### config.mk
export PLATFORM = sky130hd
export DESIGN_NAME = reset_sequencer
export DESIGN_NICKNAME = d
export VERILOG_FILES = /design/src/rtl/reset_sequencer_pkg.sv /design/src/rtl/reset_sequencer_seq_timer.sv /design/src/rtl/reset_sequencer.sv
export SDC_FILE = /design/constraint.sdc
export NUM_CORES = 1
export LEC_CHECK = 0
export CAP_MARGIN = 20
export CORE_MARGIN = 2
export CORE_UTILIZATION = 54
export DETAILED_ROUTE_END_ITERATION = 10
export HOLD_SLACK_MARGIN = 0.1
export PLACE_DENSITY = 0.8
export SYNTH_ARGS = -nofsm -noshare
export SYNTH_HDL_FRONTEND = slang
export SYNTH_HIERARCHICAL = 1
export SYNTH_SLANG_ARGS = --single-unit
### constraint.sdc
create_clock -name target_clk -period 4.3 [get_ports target_clk]
set_clock_uncertainty 0.2 [all_clocks]
set_input_delay 1.075 -clock target_clk [delete_from_list [all_inputs] [get_ports target_clk]]
set_output_delay 1.075 -clock target_clk [all_outputs]
set_load 0.05 [all_outputs]
### src/rtl/reset_sequencer_pkg.sv
// rtl/reset_sequencer_pkg.sv - shared state encoding and sizing helpers for the reset sequencer
//   Contents: FSM state constants/enum, counter-width and domain-index-width helpers.
package reset_sequencer_pkg;

    localparam logic [2:0] ST_ASSERT   = 3'd0;
    localparam logic [2:0] ST_RELEASE  = 3'd1;
    localparam logic [2:0] ST_WAIT_ACK = 3'd2;
    localparam logic [2:0] ST_GAP      = 3'd3;
    localparam logic [2:0] ST_DONE     = 3'd4;
    localparam logic [2:0] ST_FAULT    = 3'd5;

    typedef enum logic [2:0] {
        S_ASSERT   = ST_ASSERT,
        S_RELEASE  = ST_RELEASE,
        S_WAIT_ACK = ST_WAIT_ACK,
        S_GAP      = ST_GAP,
        S_DONE     = ST_DONE,
        S_FAULT    = ST_FAULT
    } seq_state_t;

    // Wide enough to hold the largest of the three timing intervals.
    function automatic int seq_cnt_w(input int hold_cycles, input int stage_gap, input int ack_timeout);
        int m;
        m = hold_cycles;
        if (stage_gap > m)   m = stage_gap;
        if (ack_timeout > m) m = ack_timeout;
        return ($clog2(m + 1) > 1) ? $clog2(m + 1) : 1;
    endfunction

    function automatic int domain_idx_w(input int num_domains);
        return (num_domains > 1) ? $clog2(num_domains) : 1;
    endfunction

endpackage

### src/rtl/reset_sequencer_seq_timer.sv
// rtl/reset_sequencer_seq_timer.sv - clearable saturating counter with terminal-count flag
//   clk   : clock
//   rst   : synchronous active-high reset (count to 0)
//   clr   : synchronous clear (load 0)
//   inc   : count enable; holds once the terminal count is reached
//   term  : terminal count value
//   tc    : count == term
module seq_timer #(
    parameter int WIDTH = 8
) (
    input  logic             clk,
    input  logic             rst,
    input  logic             clr,
    input  logic             inc,
    input  logic [WIDTH-1:0] term,
    output logic             tc
);

    logic [WIDTH-1:0] count;

    always_ff @(posedge clk) begin
        if (rst || clr) begin
            count <= '0;
        end else if (inc && !tc) begin
            count <= count + 1'b1;
        end
    end

    assign tc = (count == term);

endmodule

### src/rtl/reset_sequencer.sv
// rtl/reset_sequencer.sv - releases NUM_DOMAINS reset domains in index order after system reset
//   target_clk   : sequencer clock
//   target_rst   : synchronous active-high reset
//   sw_rst_req   : restart request, same effect as target_rst
//   domain_ack   : per-domain ready acknowledgement (synchronous)
//   domain_rst   : per-domain reset, active-high, registered
//   seq_done     : all domains released and acknowledged
//   seq_fault    : acknowledgement timeout (or ack loss when monitoring)
//   fault_domain : index of the faulting domain
//   Optional: RESET_SEQUENCER_ACK_MONITOR_EN faults the sequence if any ack drops while DONE.
module reset_sequencer
    import reset_sequencer_pkg::*;
#(
    parameter int NUM_DOMAINS = 4,
    parameter int HOLD_CYCLES = 16,
    parameter int STAGE_GAP   = 8,
    parameter int ACK_TIMEOUT = 255
) (
    input  logic                                   target_clk,
    input  logic                                   target_rst,
    input  logic                                   sw_rst_req,
    input  logic [NUM_DOMAINS-1:0]                 domain_ack,
    output logic [NUM_DOMAINS-1:0]                 domain_rst,
    output logic                                   seq_done,
    output logic                                   seq_fault,
    output logic [domain_idx_w(NUM_DOMAINS)-1:0]   fault_domain
);

    localparam int CW = seq_cnt_w(HOLD_CYCLES, STAGE_GAP, ACK_TIMEOUT);
    localparam int IW = domain_idx_w(NUM_DOMAINS);

    // Each interval ends on the cycle its counter reaches N-1, giving exactly N cycles in the state.
    localparam logic [CW-1:0] HOLD_TC = CW'(HOLD_CYCLES - 1);
    localparam logic [CW-1:0] ACK_TC  = CW'(ACK_TIMEOUT - 1);
    localparam logic [CW-1:0] GAP_TC  = (STAGE_GAP > 0) ? CW'(STAGE_GAP - 1) : '0;
    localparam logic [IW-1:0] LAST_K  = IW'(NUM_DOMAINS - 1);

    seq_state_t      state;
    logic [IW-1:0]   k;
    logic            restart;
    logic            tmr_clr;
    logic            tmr_inc;
    logic [CW-1:0]   tmr_term;
    logic            tmr_tc;

    assign restart = target_rst || sw_rst_req;

    always_comb begin
        tmr_clr  = 1'b0;
        tmr_inc  = 1'b0;
        tmr_term = HOLD_TC;
        case (state)
            S_ASSERT: tmr_inc = 1'b1;
            S_WAIT_ACK: begin
                tmr_term = ACK_TC;
                if (domain_ack[k]) tmr_clr = 1'b1;
                else               tmr_inc = 1'b1;
            end
            S_GAP: begin
                tmr_term = GAP_TC;
                if (tmr_tc) tmr_clr = 1'b1;
                else        tmr_inc = 1'b1;
            end
            default: tmr_clr = 1'b1;
        endcase
    end

    seq_timer #(.WIDTH(CW)) u_timer (
        .clk  (target_clk),
        .rst  (restart),
        .clr  (tmr_clr),
        .inc  (tmr_inc),
        .term (tmr_term),
        .tc   (tmr_tc)
    );

`ifdef RESET_SEQUENCER_ACK_MONITOR_EN
    // Lowest domain whose ack is low, and the mask of that domain and everything above it.
    logic [IW-1:0]          mon_idx;
    logic [NUM_DOMAINS-1:0] mon_mask;
    logic                   mon_hit;

    always_comb begin
        mon_idx  = '0;
        mon_mask = '0;
        mon_hit  = 1'b0;
        for (int i = 0; i < NUM_DOMAINS; i++) begin
            if (!mon_hit && !domain_ack[i]) begin
                mon_hit = 1'b1;
                mon_idx = IW'(i);
            end
            mon_mask[i] = mon_hit;
        end
    end
`endif

    always_ff @(posedge target_clk) begin
        if (restart) begin
            state        <= S_ASSERT;
            k            <= '0;
            domain_rst   <= '1;
            seq_done     <= 1'b0;
            seq_fault    <= 1'b0;
            fault_domain <= '0;
        end else begin
            case (state)
                S_ASSERT: begin
                    if (tmr_tc) state <= S_RELEASE;
                end
                S_RELEASE: begin
                    domain_rst[k] <= 1'b0;
                    state         <= S_WAIT_ACK;
                end
                S_WAIT_ACK: begin
                    if (domain_ack[k]) begin
                        // The last domain goes straight to DONE; no trailing gap.
                        if (k == LAST_K) begin
                            state    <= S_DONE;
                            seq_done <= 1'b1;
                        end else if (STAGE_GAP > 0) begin
                            state <= S_GAP;
                        end else begin
                            k     <= k + 1'b1;
                            state <= S_RELEASE;
                        end
                    end else if (tmr_tc) begin
                        state         <= S_FAULT;
                        seq_fault     <= 1'b1;
                        fault_domain  <= k;
                        domain_rst[k] <= 1'b1;
                    end
                end
                S_GAP: begin
                    if (tmr_tc) begin
                        k     <= k + 1'b1;
                        state <= S_RELEASE;
                    end
                end
                S_DONE: begin
`ifdef RESET_SEQUENCER_ACK_MONITOR_EN
                    if (mon_hit) begin
                        state        <= S_FAULT;
                        seq_done     <= 1'b0;
                        seq_fault    <= 1'b1;
                        fault_domain <= mon_idx;
                        domain_rst   <= domain_rst | mon_mask;
                    end
`endif
                end
                S_FAULT: begin
                end
                default: state <= S_ASSERT;
            endcase
        end
    end

endmodule

==> run metrics <==
gp weighted congestion=0.8882; largest net degree at the start of global routing=18; CP Max Fanout=11; Worst path depth=8; f_max=270.8 MHz; Final Hold Viols=0; final setup TNS=0 ps; Worst setup EP type=register; port bufs=14; Clock Pin Slew Worst Setup and Hold Paths=120 ps; Worst Reg-to-Reg Cells=8; total CTS buffers=3; Layout area overhead=15.67%; Hold WC Path Type=reg -> reg; drt pass-1 iters=4; Max-slew headroom=0.4219; Resized cells post-CTS=0; slowest stage delay, CP=750 ps; switching power=75.30 uW; Yosys cell types=37; simple-gate area share of the yosys netlist=0.2326; combinational share of power=0.068; most frequent cells in the layout=21 x dfxtp_1, 19 x nand2_1, 14 x clkdlybuf4s50_1; type of origin of the critical path=register; htree depth=1; row count=17; worst path arrival time=3750 ps; Worst Setup Slack, final=607.0 ps; Tmin final=3693 ps; synth warn=6; initial antenna violation count=0; grt total ovfl=0; adder-cell share of the synthesized area=0.05056; CTS tree=done; Tcrit/Tclk final=0.8588; Longest Clk Path Bufs=2; hold path cells=1; slowest CP cell=nor3b_1; clock net sink count=21; RR Startpoint=state[1]; # diodes=0; global-route wire length before repair=4692 um; largest family of logic cells by synthesized area=simple AND/OR/NAND/NOR gates; Cells after Synth=139; WL final=2634 um; Setup Buffers After CTS=0; Yosys reg bits=21; DP Worst Slack=729.2 ps; max-slew violation count=0; internal power=239.9 uW; Die X=51.87 um; Worst Setup SP=state[1]; nets=169; dpl hpwl=1966 um; Final Setup Violations=0; Avg Synthesized Cell Area=8.902 um^2; unrepaired setup endpoints after global routing=false; Compound-Gate Fraction of Synth Area=0.1689; share of layout cells above drive strength 1=0.05769; number of synthesized flops with an enable pin=0; max-cap viol count=0; crit-path leading delay family=simple AND/OR/NAND/NOR gates; xor/xnor share of the synthesized area=0.06370; vias in the first global route=1,045; worst reg-to-reg setup slack=610 ps; worst path buffer plus inverter count=1; switching share of total power=0.2389; Core Region=2191 um^2; Setup CP Type=reg -> reg; initial core utilization=0.5648; Synth Cell Area=1237 um^2; Max VDD drop=0.0001625 V; clock share of power=0.309; commonest non-fill, non-tap cell in the layout=dfxtp_1; routed len/inst=14.32 um; Routed Antenna Nets=0; Root Driver=clkbuf_4; via count of the routed design=1,090; Leak=0.0005252 uW; Top FF cell, synth=dfxtp_1; drt via density=5.924; mux share of post-synthesis cell area=0.1072; Async SR Flop Fraction=0; Seq pwr share=0.624; cells along the critical path=nor3b_1 > inv_1 > xor2_1 > nor4_2 > and2_1 > or4bb_1 > nor2_1 > a221o_1; GRT Overall Usage=0.2329; num ports=15; Seq/Total Area, Yosys=0.3397; Worst EP required=4350 ps; height of the chip=51.87 um; DRC viols=0; die footprint=2691 um^2; Cell Pwr Density=220.2 nW/um^2; outcome=complete, no violations; Least-Margin Pin Slew=865.2 ps; worst skew pair latency=300 ps; violation count after the first detailed-route iteration=10; hold_buf cts=0
synth_stat cells (all sizes together), types with 4 or more instances:
cell type,n,area share
a211oi,5,0.030
a21oi,6,0.024
a221o,4,0.032
dfxtp,21,0.34
ha,5,0.051
inv,7,0.021
mux2i,11,0.089
nand2,19,0.058
nor2,5,0.015
o21ai,4,0.016
or3,9,0.045
xor2,8,0.057
stage by stage:
step	total power (uW)	utilization	instances	instance area, um^2	hold WS (ps)
after floorplan	212.6	-	140	1241	255.1
after global placement	221.0	0.6408	180	1404	246.2
after detailed placement	221.9	0.6408	180	1404	255.8
after CTS	315.0	0.6533	184	1431	285.1
after global routing	330.6	0.6533	184	1431	316.6
final	315.2	0.6533	184	1431	278.3
how the worst min path moves through the flow:
stage                     startpoint                to  slack, ps
floorplan           u_timer/count[7]  u_timer/count[7]        260
global placement            seq_done          seq_done        250
detailed placement          seq_done          seq_done        260
CTS                         seq_done          seq_done        290
global route               seq_fault         seq_fault        320
finish                      seq_done          seq_done        280
layout make-up:
class / instances / area [um^2]
inverters: 8 / 30.03
fillers: 183 / 759.5
well taps: 28 / 35.03
clock inverters: 1 / 5.005
flip-flops and latches: 21 / 420.4
clock buffers: 3 / 22.52
repair buffers: 14 / 140.1
multi-input cells: 109 / 778.2
cells by family (layout without fill, tap and decap cells):
group | count (synthesis) | count (layout)
mux | 12 | 12
buf+inv | 10 | 26
xor+xnor | 9 | 9
fa+ha+maj | 5 | 5
simple gates | 52 | 52
flops | 21 | 21
compound gates | 29 | 29
other cells | 1 | 2
power by group through the flow:
stage               Clock (uW)  Sequential [uW]  Combinational [uW]
global route               110              197                24.0
detailed placement           0              201                21.0
floorplan                    0              201                11.9
global placement             0              201                20.2
finish                    97.3              197                21.3
CTS                       97.2              197                21.3
metal layers:
layer	global-route usage	wire length (um)
met3	0.02874	91
met4	0.1184	78
met1	0.2765	1079
met5	0	0
met2	0.4072	1385
(Power assumes the default switching activity.)
==> patch 1 (same flow settings) <==
`HOLD_CYCLES`: 16 -> 17.
--- a/src/rtl/reset_sequencer.sv
+++ b/src/rtl/reset_sequencer.sv
@@ -13,5 +13,5 @@
 #(
     parameter int NUM_DOMAINS = 4,
-    parameter int HOLD_CYCLES = 16,
+    parameter int HOLD_CYCLES = 17,
     parameter int STAGE_GAP   = 8,
     parameter int ACK_TIMEOUT = 255
Behaviour: same outputs for any inputs over 10 cycles, from zero or initial values; that may be too few to reach the edited logic, so the function may still have changed.
==> patch 1 against the unedited design <==
Final area shrank 1.4%; sequential cell count is the same; die area grew 0.83%; worst setup slack gained 0.40 ns; global-route usage shrank 3.0 points; synthesized cell count grew 2.9%; area after synthesis grew 0.91%; routed wire length shrank 7.6%; power shrank 0.55%; critical path type unchanged; largest power group unchanged.
==> patch 1: results (changes against the unedited design) <==
The flow ran to the end, and the final reports show no timing, DRC or antenna violations. The met1 layer wirelength in the final routing was 1.113 mm (+3.2%); the clock network contribution to total cell area was 1.862% (-0.061 points). For the worst-case register-to-register setup slack, the log shows 1.01 ns (+0.40 ns).

For the global routing usage summed across all routing layers, the log shows 20.27% (-3.0 points). The met2 track demand over resource in global routing came out at 32.49% (-8.2 points). Total cell area at the placement stage: 0.001385 mm2 (-1.3%). By area the synthesized netlist is led by dfxtp_1 (34%), mux2i_1 (11%), nand2_1 (6.6%). The sink of the worst hold path is seq_fault. The sequential portion of the cell area works out to 29.79% (+0.42 points).

The worst slew margin relative to its limit is 56.51% (+14 points). The tools report the net load switching power as 71.97 uW (-4.4%). The worst reg2reg path depth works out to 11 (+3).

The leakage power was 0.0005391 uW (+2.7%). The maximum resistive drop on vdd came out at 158.0 uV (-2.7%). The combined area of the multi-input logic cells is 763.2 um2 (-1.9%), and the net count of the finished layout is 167 (-1.2%). Total number of multi-input combinational cells: 109 (unchanged). The reg-to-reg endpoint is u_timer/count[7].

The sequential share of the synthesized area is 33.67% (-0.31 points), and the total of fill cells in the finished design is 193 (+5.5%). The first-pass iteration count of the detailed router was 4 (unchanged); the number of global-route vias before repair was 923 (-12%). The critical path arrival is 3.29 ns (-0.46 ns), and the overall via count from detail_route is 1037 (-4.9%). The maximum number of pins on one net before global-route repair was 23 (+5). The run gives 4 (+1) as the number of clock buffers in the layout. The run gives 33 (-11%) as the number of library cell types mapped by synthesis. The met2 wirelength from detailed routing is 1.202 mm (-13%). The tools report the hold path startpoint as seq_fault. The tools report the met3 wire length as 65 um (-29%).

The number of non-clock buffers is 15 (+1). The share of final-layout standard cells stronger than drive strength 1 was 5.844% (+0.075 points). The cell depth of the worst min-delay path is 2 (+1), and the largest fanout on the critical path is 10 (-1).

For the number of flip-flops and latches, the log shows 21 (unchanged). The fraction of cell area in non-clock buffers is 10.46% (+0.67 points). The routed wire length is 2.433 mm (-7.6%), and the met3 track demand over resource is 3.448% (+0.57 points).

The violation count after the first detailed-route iteration is 30 (+20), and the number of inverters outside the clock class in the layout is 5 (-3). The commonest cells after synthesis are nand2_1 (22), dfxtp_1 (21), mux2i_1 (14). The run gives 0 (unchanged) as the diode insertion count for antenna repair. The wire length of the first global-routing pass is 3.995 mm (-15%), and the global placement routability congestion is 0.8217 (-7.5%).

The tools report the detailed placement HPWL as 1.799 mm (-8.5%). The tools report the global-route met1 utilization as 25.31% (-2.3 points).
-- patch 1: cell count changes after synthesis, sizes merged, moves of 3 or more --
cell	change
mux2i	+3
nor2	+5
o21ai	-4
clkbuf	+5
nand2	+3
-- patch 1: cell families after synthesis --
logic type / share of synthesized area, %
buf+inv: 5.210
xor+xnor: 7.015
compound gates: 11.42
fa+ha+maj: 5.010
simple gates: 24.65
mux: 13.03
flops: 33.67
-- patch 1: worst max-delay path by stage --
stage | slack (ns) | end | cells past startpoint | from
floorplan | 0.97 | u_timer/count[7] | 12 | state[2]
global placement | 1.08 | u_timer/count[7] | 9 | domain_ack[1]
detailed placement | 0.97 | u_timer/count[7] | 9 | domain_ack[3]
CTS | 1.04 | u_timer/count[7] | 11 | state[1]
global route | 0.73 | u_timer/count[7] | 11 | state[1]
finish | 1.01 | u_timer/count[7] | 11 | state[1]
-- patch 1: power groups by stage --
stage	logic, uW	registers [uW]	clock network, uW
floorplan	11.3	201	0
global placement	18.5	201	0
finish	19.3	197	97.5
detailed placement	19.4	201	0
CTS	19.5	197	102
global route	21.4	197	105
-- patch 1: through the flow --
stage / hold WS [ns] / cells / utilization (%) / setup slack (ns)
floorplan: 0.2551 / 143 / - / 0.9677
global placement: 0.2518 / 178 / 63.22 / 1.081
detailed placement: 0.2692 / 178 / 63.22 / 0.9680
CTS: 0.2980 / 182 / 64.42 / 1.042
global route: 0.3335 / 182 / 64.42 / 0.7264
finish: 0.2886 / 182 / 64.42 / 1.010
-- patch 1: worst max-delay path: stages, from the launching register on --
cell and delay (ns):
dfxtp_1 0.53, and3b_1 0.30, inv_1 0.08, xor2_1 0.15, nor4_2 0.60, and2_1 0.42
o22ai_1 0.14, and2_1 0.21, and4_1 0.21, nand3_1 0.10, a211oi_1 0.07, mux2i_1 0.16
==> patch 2 (same flow settings) <==
Without the edit above. The option `RESET_SEQUENCER_ACK_MONITOR_EN` is turned on by a define.
--- a/src/rtl/reset_sequencer.sv
+++ b/src/rtl/reset_sequencer.sv
@@ -9,4 +9,6 @@
 //   fault_domain : index of the faulting domain
 //   Optional: RESET_SEQUENCER_ACK_MONITOR_EN faults the sequence if any ack drops while DONE.
+`define RESET_SEQUENCER_ACK_MONITOR_EN
+
 module reset_sequencer
     import reset_sequencer_pkg::*;
Check against the original RTL: same outputs for any inputs over 10 cycles, from zero or initial values; that may be too few to reach the edited logic, so the function may still have changed.
==> patch 2 against the unedited design <==
Power rose by 1.2%; routed wire length grew 19%; die area up 12%; sequential cell count did not move; worst setup slack better by 0.10 ns; synthesized cell count is 18% higher; global-route usage fell by 0.25 points; area after synthesis rose by 13%; largest power group unchanged; final area rose by 10%; sequential share of layout area is 2.7 points lower.
==> patch 2: results (changes against the unedited design) <==
The worst reg2reg path depth was 14 (+6); the cell depth of the worst min-delay path was 2 (+1). The number of inverters outside the clock class in the layout works out to 7 (-1). The critical path's slowest cell was dfxtp_1. The run finished with clean final reports. The combinational cell fraction of total power came out at 7.6% (+0.8 points). The hold path startpoint was seq_fault. The overall via count from detail_route is 1263 (+16%). The share of final-layout standard cells stronger than drive strength 1 is 7.222% (+1.5 points), and the clock network contribution to total cell area is 1.745% (-0.18 points).

The sequential share of the synthesized area is 30.00% (-4.0 points). The logs give 98.1 uW (+0.8%) for the clock network power and 0.71 ns (+0.10 ns) for the worst-case register-to-register setup slack. The via density per instance is 6.014 (+1.5%), and the initial antenna violation count is 0 (unchanged). The total of fill cells in the finished design is 228 (+25%).

The number of library cell types mapped by synthesis is 44 (+19%), and the fraction of cell area in non-clock buffers is 9.833% (+0.043 points). The number of placed cells counting well taps came out at 206 (+14%). The number of global-route vias before repair was 1134 (+8.5%); the global routing usage summed across all routing layers was 23.04% (-0.25 points). The run gives 132 (+21%) as the total number of multi-input combinational cells.

The run gives 194.8 uV (+20%) as the maximum resistive drop on vdd. Delay of the slowest cell on the worst path: 0.62 ns (-0.13 ns). The number of gates resized after cts is 0 (unchanged).

The critical path arrival is 3.63 ns (-0.12 ns), and the number of non-clock buffers is 16 (+2). Sorting the synthesized cells by area gives the leading types as dfxtp_1 (30%), mux2i_1 (7.1%), nand2_1 (5.4%). The detailed placement HPWL was 2.343 mm (+19%); the average footprint of a synthesized cell was 8.545 um2 (-4.0%).

The largest registers in the layout are u_timer/count (8), domain_rst (4), state (3). Sink of the worst hold path: seq_fault. The routed wire length is 3.142 mm (+19%).

Sorting the synthesized cells by how often they occur yields dfxtp_1 (21), nand2_1 (20), nor2_1 (14). The tools report the net count of the finished layout as 193 (+14%). Switching power share of the total: 24.51% (+0.62 points). The wire length of the first global-routing pass is 4.988 mm (+6.3%), and the violation count after the first detailed-route iteration is 27 (+17).

Reg-to-reg endpoint: u_timer/count[4].
patch 2: metrics by stage:
stage	worst slack (ns)	power, uW	utilization [%]	area, um2	hold slack [ns]
3_3_place_gp	0.8024	223.9	62.58	1550	0.2551
6_report	0.7098	319.1	63.69	1578	0.2876
2_1_floorplan	1.291	213.5	-	1405	0.2551
4_1_cts	0.7534	321.3	63.69	1578	0.2916
3_5_place_dp	0.6818	225.0	62.58	1550	0.2629
5_1_grt	0.3113	332.1	63.69	1578	0.3188
patch 2: per-layer routing:
layer,track usage [%],vias to the layer above,wire length (um)
met1,25.62,596,1322
met3,2.688,9,105
met2,43.06,32,1630
met4,10.98,0,84
met5,0,-,0
li1,-,626,-
patch 2: logic make-up after synthesis:
family          after synthesis  share of synthesized area (%)
simple gates                 70                          27.23
compound gates               35                          18.39
flops                        21                          30.00
buf+inv                      12                          5.268
mux                          11                          8.750
xor+xnor                      9                          5.625
fa+ha+maj                     5                          4.464
other cells                   1                         0.2676
